### src/rtl/dump_pkg.sv
// Shared types and helpers for the channel-dump sequencer.
// Optional build macro: DUMP_TRAILER_EN adds the TRAILER state.
package dump_pkg;

  typedef enum logic [3:0] {
    ST_IDLE,
    ST_RD_GAIN,
    ST_RD_OFF,
    ST_RD_JUNK,
    ST_EE_WAIT,
    ST_SEND,
    ST_INC,
    ST_CHECK,
`ifdef DUMP_TRAILER_EN
    ST_TRAILER,
`endif
    ST_DRAIN
  } dump_state_t;

  // EEPROM command opcodes carried in the op bit
  localparam logic OP_GAIN   = 1'b1;
  localparam logic OP_OFFSET = 1'b0;

  // EEPROM command field positions; the low byte is always zero
  localparam int OP_BIT   = 8;
  localparam int GAIN_LSB = 9;

  // Builds an EEPROM command word: {zeros, ch, gain, op, 8'h00}.
  // Returned wide; the caller truncates to its SPI word width.
  function automatic logic [63:0] build_spi_cmd(
    input logic [31:0] ch,
    input logic [31:0] gain,
    input logic        op,
    input int          gain_w,
    input int          ch_w
  );
    logic [63:0] gain_mask;
    logic [63:0] ch_mask;
    logic [63:0] cmd;
    gain_mask   = (64'd1 << gain_w) - 64'd1;
    ch_mask     = (64'd1 << ch_w) - 64'd1;
    cmd         = '0;
    cmd[OP_BIT] = op;
    cmd         = cmd | ((64'(gain) & gain_mask) << GAIN_LSB);
    cmd         = cmd | ((64'(ch) & ch_mask) << (GAIN_LSB + gain_w));
    return cmd;
  endfunction

endpackage

### src/rtl/dump_len_counter.sv
// Sample counter with length capture and terminal-count compare.
// A captured length of 0 means a full buffer of 2^ADDR_W samples; the
// counter is one bit wider than the address so that case never aliases.
module dump_len_counter #(
  parameter int ADDR_W = 9
) (
  input  logic              clk,
  input  logic              rst_n,
  input  logic              i_load,
  input  logic [ADDR_W-1:0] i_len,
  input  logic              i_inc,
  output logic              o_term
);

  logic [ADDR_W:0]   r_count;
  logic [ADDR_W-1:0] r_len;
  logic [ADDR_W:0]   w_target;

  // Capture length and clear on load, otherwise count sent samples
  always_ff @(posedge clk or negedge rst_n) begin
    if (!rst_n) begin
      r_count <= '0;
      r_len   <= '0;
    end else if (i_load) begin
      r_count <= '0;
      r_len   <= i_len;
    end else if (i_inc) begin
      r_count <= r_count + (ADDR_W+1)'(1);
    end
  end

  // Terminal value: zero length stands for the full 2^ADDR_W samples
  always_comb begin
    w_target = {1'b0, r_len};
    if (r_len == '0) begin
      w_target = {1'b1, {ADDR_W{1'b0}}};
    end
  end

  assign o_term = (r_count == w_target);

endmodule

### src/rtl/dump_sequencer.sv
// Channel-dump controller: reads gain/offset calibration for one channel
// from EEPROM over SPI, then streams dump_len RAM samples to the UART.
// Optional build macro: DUMP_TRAILER_EN appends one trailer response
// (flagged on o_uart_trailer) after the final sample.
module dump_sequencer
  import dump_pkg::*;
#(
  parameter  int NUM_CH = 4,
  parameter  int ADDR_W = 9,
  parameter  int GAIN_W = 3,
  parameter  int SPI_W  = 16,
  localparam int CH_W   = (NUM_CH > 1) ? $clog2(NUM_CH) : 1
) (
  input  logic                     clk,
  input  logic                     rst_n,
  input  logic                     i_start_dump,
  input  logic                     i_abort,
  input  logic [CH_W-1:0]          i_channel,
  input  logic [NUM_CH*GAIN_W-1:0] i_ch_gain,
  input  logic [ADDR_W-1:0]        i_dump_len,
  input  logic                     i_spi_rdy,
  input  logic                     i_uart_rdy,
  output logic                     o_start_spi,
  output logic [SPI_W-1:0]         o_spi_tx_data,
  output logic                     o_flop_gain,
  output logic                     o_flop_offset,
  output logic                     o_inc_addr,
  output logic                     o_start_uart,
  output logic [CH_W-1:0]          o_ch_sel,
  output logic                     o_busy,
  output logic                     o_dump_done,
  output logic                     o_aborted
`ifdef DUMP_TRAILER_EN
  ,output logic                    o_uart_trailer
`endif
);

  // The command word must hold the low byte, op bit, gain and channel
  if (SPI_W < GAIN_LSB + GAIN_W + CH_W) begin : g_spi_w_check
    $error("dump_sequencer: SPI_W too narrow for gain and channel fields");
  end

  dump_state_t       r_state;
  dump_state_t       w_state_next;
  logic [CH_W-1:0]   r_ch_sel;
  logic [CH_W-1:0]   w_ch_clamped;
  logic [GAIN_W-1:0] w_gain [NUM_CH];
  logic [GAIN_W-1:0] w_gain_sel;
  logic              w_load;
  logic              w_term;
  logic              w_cmd_valid;
  logic              w_op;

  // Unpack the per-channel gain codes
  for (genvar gi = 0; gi < NUM_CH; gi++) begin : g_gain
    assign w_gain[gi] = i_ch_gain[gi*GAIN_W +: GAIN_W];
  end

  assign w_gain_sel   = w_gain[r_ch_sel];
  assign w_ch_clamped = (32'(i_channel) < NUM_CH) ? i_channel : '0;
  assign o_ch_sel     = r_ch_sel;
  assign o_busy       = (r_state != ST_IDLE);

  dump_len_counter #(
    .ADDR_W (ADDR_W)
  ) u_len_counter (
    .clk    (clk),
    .rst_n  (rst_n),
    .i_load (w_load),
    .i_len  (i_dump_len),
    .i_inc  (o_inc_addr),
    .o_term (w_term)
  );

  // State register
  always_ff @(posedge clk or negedge rst_n) begin
    if (!rst_n) begin
      r_state <= ST_IDLE;
    end else begin
      r_state <= w_state_next;
    end
  end

  // Channel captured at dump start, held for the whole dump
  always_ff @(posedge clk or negedge rst_n) begin
    if (!rst_n) begin
      r_ch_sel <= '0;
    end else if (w_load) begin
      r_ch_sel <= w_ch_clamped;
    end
  end

  // Next-state and Mealy pulse decode; abort overrides every other event
  always_comb begin
    w_state_next  = r_state;
    w_load        = 1'b0;
    w_cmd_valid   = 1'b0;
    w_op          = OP_OFFSET;
    o_start_spi   = 1'b0;
    o_flop_gain   = 1'b0;
    o_flop_offset = 1'b0;
    o_inc_addr    = 1'b0;
    o_start_uart  = 1'b0;
    o_dump_done   = 1'b0;
    o_aborted     = 1'b0;
`ifdef DUMP_TRAILER_EN
    o_uart_trailer = 1'b0;
`endif

    // Command word follows the state so it is stable around each kick
    case (r_state)
      ST_RD_GAIN: begin
        w_cmd_valid = 1'b1;
        w_op        = OP_GAIN;
      end
      ST_RD_OFF, ST_RD_JUNK: begin
        w_cmd_valid = 1'b1;
      end
      default: ;
    endcase

    if (r_state != ST_IDLE && i_abort) begin
      w_state_next = ST_IDLE;
      o_aborted    = 1'b1;
    end else begin
      case (r_state)
        ST_IDLE: begin
          if (i_start_dump) begin
            w_load       = 1'b1;
            w_state_next = ST_RD_GAIN;
          end
        end
        ST_RD_GAIN: begin
          o_start_spi  = 1'b1;
          w_state_next = ST_RD_OFF;
        end
        ST_RD_OFF: begin
          if (i_spi_rdy) begin
            o_start_spi  = 1'b1;
            w_state_next = ST_RD_JUNK;
          end
        end
        ST_RD_JUNK: begin
          // Gain word is back; the junk read clocks out the offset
          if (i_spi_rdy) begin
            o_flop_gain  = 1'b1;
            o_start_spi  = 1'b1;
            w_state_next = ST_EE_WAIT;
          end
        end
        ST_EE_WAIT: begin
          if (i_spi_rdy) begin
            o_flop_offset = 1'b1;
            w_state_next  = ST_SEND;
          end
        end
        ST_SEND: begin
          if (i_uart_rdy) begin
            o_start_uart = 1'b1;
            w_state_next = ST_INC;
          end
        end
        ST_INC: begin
          o_inc_addr   = 1'b1;
          w_state_next = ST_CHECK;
        end
        ST_CHECK: begin
          if (w_term) begin
`ifdef DUMP_TRAILER_EN
            w_state_next = ST_TRAILER;
`else
            w_state_next = ST_DRAIN;
`endif
          end else begin
            w_state_next = ST_SEND;
          end
        end
`ifdef DUMP_TRAILER_EN
        ST_TRAILER: begin
          if (i_uart_rdy) begin
            o_start_uart   = 1'b1;
            o_uart_trailer = 1'b1;
            w_state_next   = ST_DRAIN;
          end
        end
`endif
        ST_DRAIN: begin
          if (i_uart_rdy) begin
            o_dump_done  = 1'b1;
            w_state_next = ST_IDLE;
          end
        end
        default: begin
          w_state_next = ST_IDLE;
        end
      endcase
    end
  end

  assign o_spi_tx_data = w_cmd_valid
                       ? SPI_W'(build_spi_cmd(32'(r_ch_sel), 32'(w_gain_sel), w_op, GAIN_W, CH_W))
                       : '0;

endmodule

### config.mk
export PLATFORM = sky130hd
export DESIGN_NAME = dump_sequencer
export DESIGN_NICKNAME = d
export VERILOG_FILES = /design/src/rtl/dump_pkg.sv /design/src/rtl/dump_len_counter.sv /design/src/rtl/dump_sequencer.sv
export SDC_FILE = /design/constraint.sdc
export NUM_CORES = 1
export LEC_CHECK = 0
export CORE_ASPECT_RATIO = 0.6
export CORE_UTILIZATION = 41
export CTS_CLUSTER_SIZE = 40
export DETAILED_ROUTE_END_ITERATION = 6
export PLACE_DENSITY_LB_ADDON = 0.08
export REMOVE_ABC_BUFFERS = 1
export SKIP_CTS_REPAIR_TIMING = 1
export SLEW_MARGIN = 10
export SYNTH_ARGS = -nofsm -noshare
export SYNTH_HDL_FRONTEND = slang
export SYNTH_SLANG_ARGS = --single-unit
### constraint.sdc
create_clock -name clk -period 1.5 [get_ports clk]
set_clock_uncertainty 0.15 [all_clocks]
set_input_delay 0.15 -clock clk [delete_from_list [all_inputs] [get_ports clk]]
set_output_delay 0.15 -clock clk [all_outputs]
set_load 0.03 [all_outputs]
==> flow_summary.yaml, run 1 <==
synthesis:
  synth_fa_ha_area_frac: 0.00788
  ys_seq_area_frac: 0.394
  synth_edf_count: 0
  synth_top_family_by_area: "simple AND/OR/NAND/NOR gates"
  synth_warnings: 0
  ys_async_sr_fraction: 1.00
  synth_seq_cells: 25
  synth_largest_area_cell: "dfrtp_1"
  synthMuxAreaShare: 0.113
  synth_area_per_cell_sq_um: 10.2
  ys.flop_type: "dfrtp_1"
  synth-compound-area-share: 0.0559
  synth_xor_area_frac: 0.0993
  yosys.area_share.simple: 0.235
  syn-cell-area_sq_um: 1590
  synth_area_leaders: "dfrtp_1 (39%), xor2_1 (6.6%), mux2_1 (6.4%)"
  netlist_instances: 155
  synth_cell_type_count: 40
  synth_top_area_frac: 0.394
finish:
  areaGrowthSynthToFinish_pct: 51.6
  fillers: 289
  regArea_sq_um: 631
  nNetsFinal: 259
  final_layout_size_suffix_gt1_frac: 0.373
  antenna_cells: 0
  instances_no_fill: 275
  multiInputGateArea_sq_um: 953
clocking:
  numCtsBuffers: 3
  clkTransAtPathRegs_ns: 0.08
  cts_tree: "done"
  insertion_delay_ns: 0.27
  cts_buffer_depth: 2
  htree_levels: 1
  cts_root_buf: "clkbuf_8"
  cts.sinks: 25
die:
  fp.dieW_um: 82.3
  fp.dieH_um: 50.2
  io_pins: 55
  row_count: 17
  core_sq_um: 3680
  die_area_sq_um: 4130
  initial_utilization: 0.431
run_status:
  violations: "setup timing"
  outcome: "finished with violations"
power:
  finalPower_mw: 3.43
  p_leak_nw: 1.10
  peakVddDrop_mv: 1.27
  power.density_nw_per_um2: 1420
grt:
  grt_max_degree: 26
  grt_pass1_vias: 1335
  grt_overflow: 0
  antenna_found_initial: 0
  grtUsageTotal: 0.205
  grt_pass1_wl_um: 6340
routing:
  drt_wl_total_um: 3930
  dr_total_vias: 1360
  drtIter0Drc: 104
  vias_per_cell: 4.95
  drc: 0
  postRouteAntennaNets: 0
  avgRoutedWirePerCell_um: 14.3
  drtPass1Iterations: 4
timing:
  max_clock_freq_mhz: 521
  fin_crit_sh: 1.28
  finalHoldViolCount: 0
  fin_crit_ns: 1.92
  rsz0062_at_grt: "true"
  timing.final.ws_setup_ns: -0.421
  setup_violations: 38
  drv_slew: 0
placed_design:
  routabilityCongestion: 0.813
  hpwl_um: 3050
  dp_cells: 268
  io_buffers: 44
worst_setup_path:
  reg2reg_depth: 5
  arrival_ns: 1.62
  startpoint_type: "flop"
  criticalPathCategory: "reg2out"
  path_max_fanout: 4
  endpoint_kind: "output pin"
  crit_required_ns: 1.20
worst_hold_path:
  hp-class: "in2async"
job:
  max-cap-violations: 0
## path summary, 6_finish.rpt
path	start	to	slack, ns
worst min register to register	u_len_counter.r_len[6]	u_len_counter.r_len[6]	0.43
min in group clk	i_channel[0]	o_ch_sel[0]	0.28
max in group asynchronous	rst_n	r_state[3]	0.84
worst max-delay path	r_state[3]	o_start_uart	-0.42
worst min-delay path	rst_n	u_len_counter.r_len[0]	0.09
worst max register to register	r_state[0]	o_ch_sel[1]	-0.26
## report_power, final
part / switching (mW) / internal [mW]
Sequential: 0.184 / 0.857
Combinational: 1.02 / 0.974
Clock: 0.211 / 0.190
## synth_stat cells, drive strengths merged, types with 5 or more instances
cell type	count
xor2	12
o21ai	5
mux2	10
inv	5
dfrtp	25
nand3	9
buf	16
nor2	20
xnor2	6
nor2b	7
## cell type report
cell class | instances | share of cell area
Inverter | 5 | 0.00780
Timing Repair Buffer | 77 | 0.291
Multi-Input combinational cell | 117 | 0.396
Tap cell | 47 | 0.0244
Sequential cell | 25 | 0.262
Clock buffer | 4 | 0.0187
## routing by layer
metal | track usage | share of wire
met2 | 0.289 | 0.42
met4 | 0.00877 | 0
met1 | 0.329 | 0.53
met5 | 0 | 0
met3 | 0.0491 | 0.049
## cells in the final DEF (no fill, tap or decap), types with 2 or more instances in the layout
cell type / count
and2_1: 2
nor2_2: 5
nand3_1: 7
nand3_2: 2
nand4_1: 3
nor4_2: 3
nor2_1: 12
nor3_4: 2
buf_4: 34
clkbuf_8: 3
and2_4: 2
conb_1: 10
inv_1: 5
xor2_1: 11
nor2b_1: 5
xnor2_1: 5
nand2_1: 3
and3_1: 3
nor2b_2: 2
buf_6: 12
nor2_4: 3
dfrtp_2: 4
dfrtp_1: 21
o21ai_1: 4
mux4_2: 3
clkdlybuf4s50_1: 28
mux2_1: 9
dlymetal6s2s_1: 2
## metrics by stage
step           setup TNS (ns)  utilization  worst slack, ns  area (sq um)  hold slack [ns]
2_1_floorplan           -7.18            -           -0.382          1490           -0.296
3_3_place_gp            -7.81        0.595           -0.537          2190            0.376
3_5_place_dp            -9.26        0.595           -0.561          2190            0.391
4_1_cts                -13.38        0.608           -0.808          2240           0.0953
5_1_grt                -12.18        0.654           -0.473          2410            0.144
6_report                -9.12        0.654           -0.421          2410           0.0902
## registers in the layout, summed over array words and instances, names as in the netlist
| name | count |
|---|---|
| u_len_counter.r_count | 10 |
| u_len_counter.r_len | 9 |
| r_state | 4 |
| o_ch_sel | 2 |
## critical path: stages, from the launching register on
cell     delay, ns
dfrtp_2       0.45
buf_6         0.14
nor3b_4       0.26
buf_6         0.15
and4b_1       0.22
buf_6         0.14
## kinds of logic after synthesis
logic type	Yosys count
and+or+nand+nor	62
DFF	25
buffers and inverters	22
xor gates and xnor gates	18
AOI/OAI and AO/OA	13
muxes	13
adders and majority gates	1
other	1
(Power assumes the default switching activity.)
==> inputs of run 2 (changes only) <==
--- a/config.mk
+++ b/config.mk
@@ -6,12 +6,13 @@
 export NUM_CORES = 1
 export LEC_CHECK = 0
 export CORE_ASPECT_RATIO = 0.6
-export CORE_UTILIZATION = 41
+export CORE_UTILIZATION = 45
 export CTS_CLUSTER_SIZE = 40
 export DETAILED_ROUTE_END_ITERATION = 6
 export PLACE_DENSITY_LB_ADDON = 0.08
 export REMOVE_ABC_BUFFERS = 1
 export SKIP_CTS_REPAIR_TIMING = 1
+export SKIP_LAST_GASP = 1
 export SLEW_MARGIN = 10
 export SYNTH_ARGS = -nofsm -noshare
 export SYNTH_HDL_FRONTEND = slang
==> constraint.sdc (replaced) <==
create_clock -name clk -period 2.4 [get_ports clk]
set_clock_uncertainty 0.15 [all_clocks]
set_input_delay 0.24 -clock clk [delete_from_list [all_inputs] [get_ports clk]]
set_output_delay 0.24 -clock clk [all_outputs]
set_load 0.03 [all_outputs]
==> flow_summary.yaml, run 2 (same netlist as run 1, synthesis figures left out) <==
power:
  pwr-share-seq: 0.354
  internal-power_mw: 1.11
  p_clk_frac: 0.130
  power.density_nw_per_um2: 903
  pwr-share-comb: 0.516
  peakVddDrop_mv: 0.805
  switching_power_mw: 0.793
  finalPower_mw: 1.90
  p_leak_nw: 1.03
  switching_share: 0.417
worst_setup_path:
  rr_endpoint: "u_len_counter.r_len[7]"
  max_stage_delay_ns: 0.72
  path_max_fanout: 6
  cp-startpoint: "r_state[3]"
  criticalPathCategory: "reg2out"
  r2r_start: "r_state[3]"
  cp_cell_sequence: "buf_4 -> nor4_1 -> clkdlybuf4s50_1"
  reg2reg_depth: 4
  arrival_ns: 1.92
  crit_required_ns: 2.01
  crit_slowest_cell: "clkdlybuf4s50_1"
  startpoint_type: "flop"
  crit_end: "o_flop_gain"
  endpoint_kind: "output pin"
  setup.reg_to_reg.worst_slack_ns: 0.41
finish:
  fillers: 282
  mostFrequentLayoutCell: "clkdlybuf4s50_1"
  antenna_cells: 0
  reg_top3: "u_len_counter.r_count: 10 flops, u_len_counter.r_len: 9 flops, r_state: 4 flops"
  areaGrowthSynthToFinish_pct: 32.7
  layout_common_cells: "clkdlybuf4s50_1 (35), dfrtp_1 (25), nor2_1 (16), xor2_1 (12), conb_1 (10)"
  regArea_sq_um: 626
  nNetsFinal: 233
  top_register: "u_len_counter.r_count"
  final_layout_size_suffix_gt1_frac: 0.134
  final_area_sq_um: 2110
  largest_reg_flops: 10
  multiInputGateArea_sq_um: 850
clocking:
  cts_root_buf: "clkbuf_8"
  insertion_delay_ns: 0.27
  cts_buffer_depth: 2
  htree_levels: 1
  cts.sinks: 25
  cts_tree: "done"
  numCtsBuffers: 3
  clkTransAtPathRegs_ns: 0.08
die:
  fp.dieH_um: 48.0
  io_pins: 55
  die_area_sq_um: 3780
  row_count: 16
  initial_utilization: 0.481
  fp.dieW_um: 78.7
  core_sq_um: 3300
placed_design:
  io_buffers: 44
  postPlaceCellArea_sq_um: 2040
  hpwl_um: 2800
  routabilityCongestion: 0.779
  pre_cts_ws_ns: 0.0578
routing:
  drc: 0
  avgRoutedWirePerCell_um: 14.4
  drtPass1Iterations: 4
  drtIter0Drc: 88
  postRouteAntennaNets: 0
  drt_wl_total_um: 3570
  dr_total_vias: 1297
  vias_per_cell: 5.25
timing:
  setup_violations: 0
  drv_slew: 0
  fin_crit_sh: 0.961
  max_clock_freq_mhz: 433
  fin_crit_ns: 2.31
  timing.final.ws_setup_ns: 0.0932
  hold_ws_ns: 0.181
  finalHoldViolCount: 0
  rsz0062_at_grt: "false"
worst_hold_path:
  hp-class: "in2async"
grt:
  grt_pass1_vias: 1133
  grt_max_degree: 26
  grt_overflow: 0
  antenna_found_initial: 0
  grtUsageTotal: 0.205
  grt_pass1_wl_um: 5690
run_status:
  outcome: "finished, final reports clean"
job:
  max-cap-violations: 0
[run 2: cell count changes in the layout (fill, tap and decap cells not counted), sizes merged]
cell	before	now
clkbuf	4	3
clkinv	0	1
buf	47	8
dlymetal6s2s	2	8
clkdlybuf4s50	28	35
[run 2: area by class of cell]
class | instances | share of cell area
flip-flops and latches | 25 | 0.297
well taps | 45 | 0.0267
clock inverters | 1 | 0.00238
inverters | 5 | 0.00891
multi-input cells | 117 | 0.403
clock buffers | 3 | 0.0196
repair buffers | 51 | 0.242
[run 2: worst max-delay path, delay by kind of cell (launching register included)]
| family | cells | cell delay, ns |
|---|---|---|
| AND/OR/NAND/NOR | 1 | 0.30 |
| flip-flops | 1 | 0.44 |
| buffers and inverters | 2 | 0.91 |
[run 2: how the worst min path moves through the flow]
stage                                       from                endpoint  slack [ns]  cells past startpoint
after floorplan                            rst_n             o_ch_sel[0]       -0.21                      0
after global placement    u_len_counter.r_len[7]  u_len_counter.r_len[7]        0.37                      1
after detailed placement  u_len_counter.r_len[0]  u_len_counter.r_len[0]        0.39                      1
after CTS                                  rst_n  u_len_counter.r_len[0]        0.19                      2
after global routing                       rst_n  u_len_counter.r_len[0]        0.20                      2
final                                      rst_n  u_len_counter.r_len[0]        0.18                      2
[run 2: per-layer routing]
layer / share of wire / vias up / GRT usage / wire length (um)
li1: - / 611 / - / -
met1: 0.48 / 630 / 0.293 / 1700
met5: 0 / - / 0 / 0
met4: 0.0034 / 0 / 0.0333 / 12
met3: 0.067 / 2 / 0.0571 / 240
met2: 0.45 / 54 / 0.320 / 1620
[run 2: stage by stage]
stage | setup TNS (ns) | util | std cells
2_1_floorplan | 0 | - | 147
3_3_place_gp | 0 | 0.618 | 243
3_5_place_dp | 0 | 0.618 | 243
4_1_cts | -0.141 | 0.632 | 247
5_1_grt | 0 | 0.638 | 247
6_report | 0 | 0.638 | 247
[run 2: power by group through the flow]
| stage | sequential (mW) | combinational [mW] | clock (mW) |
|---|---|---|---|
| global route | 0.694 | 1.06 | 0.280 |
| detailed placement | 0.682 | 0.988 | 0 |
| CTS | 0.673 | 0.995 | 0.255 |
| floorplan | 0.691 | 0.583 | 0 |
| finish | 0.674 | 0.981 | 0.247 |
| global placement | 0.671 | 0.964 | 0 |
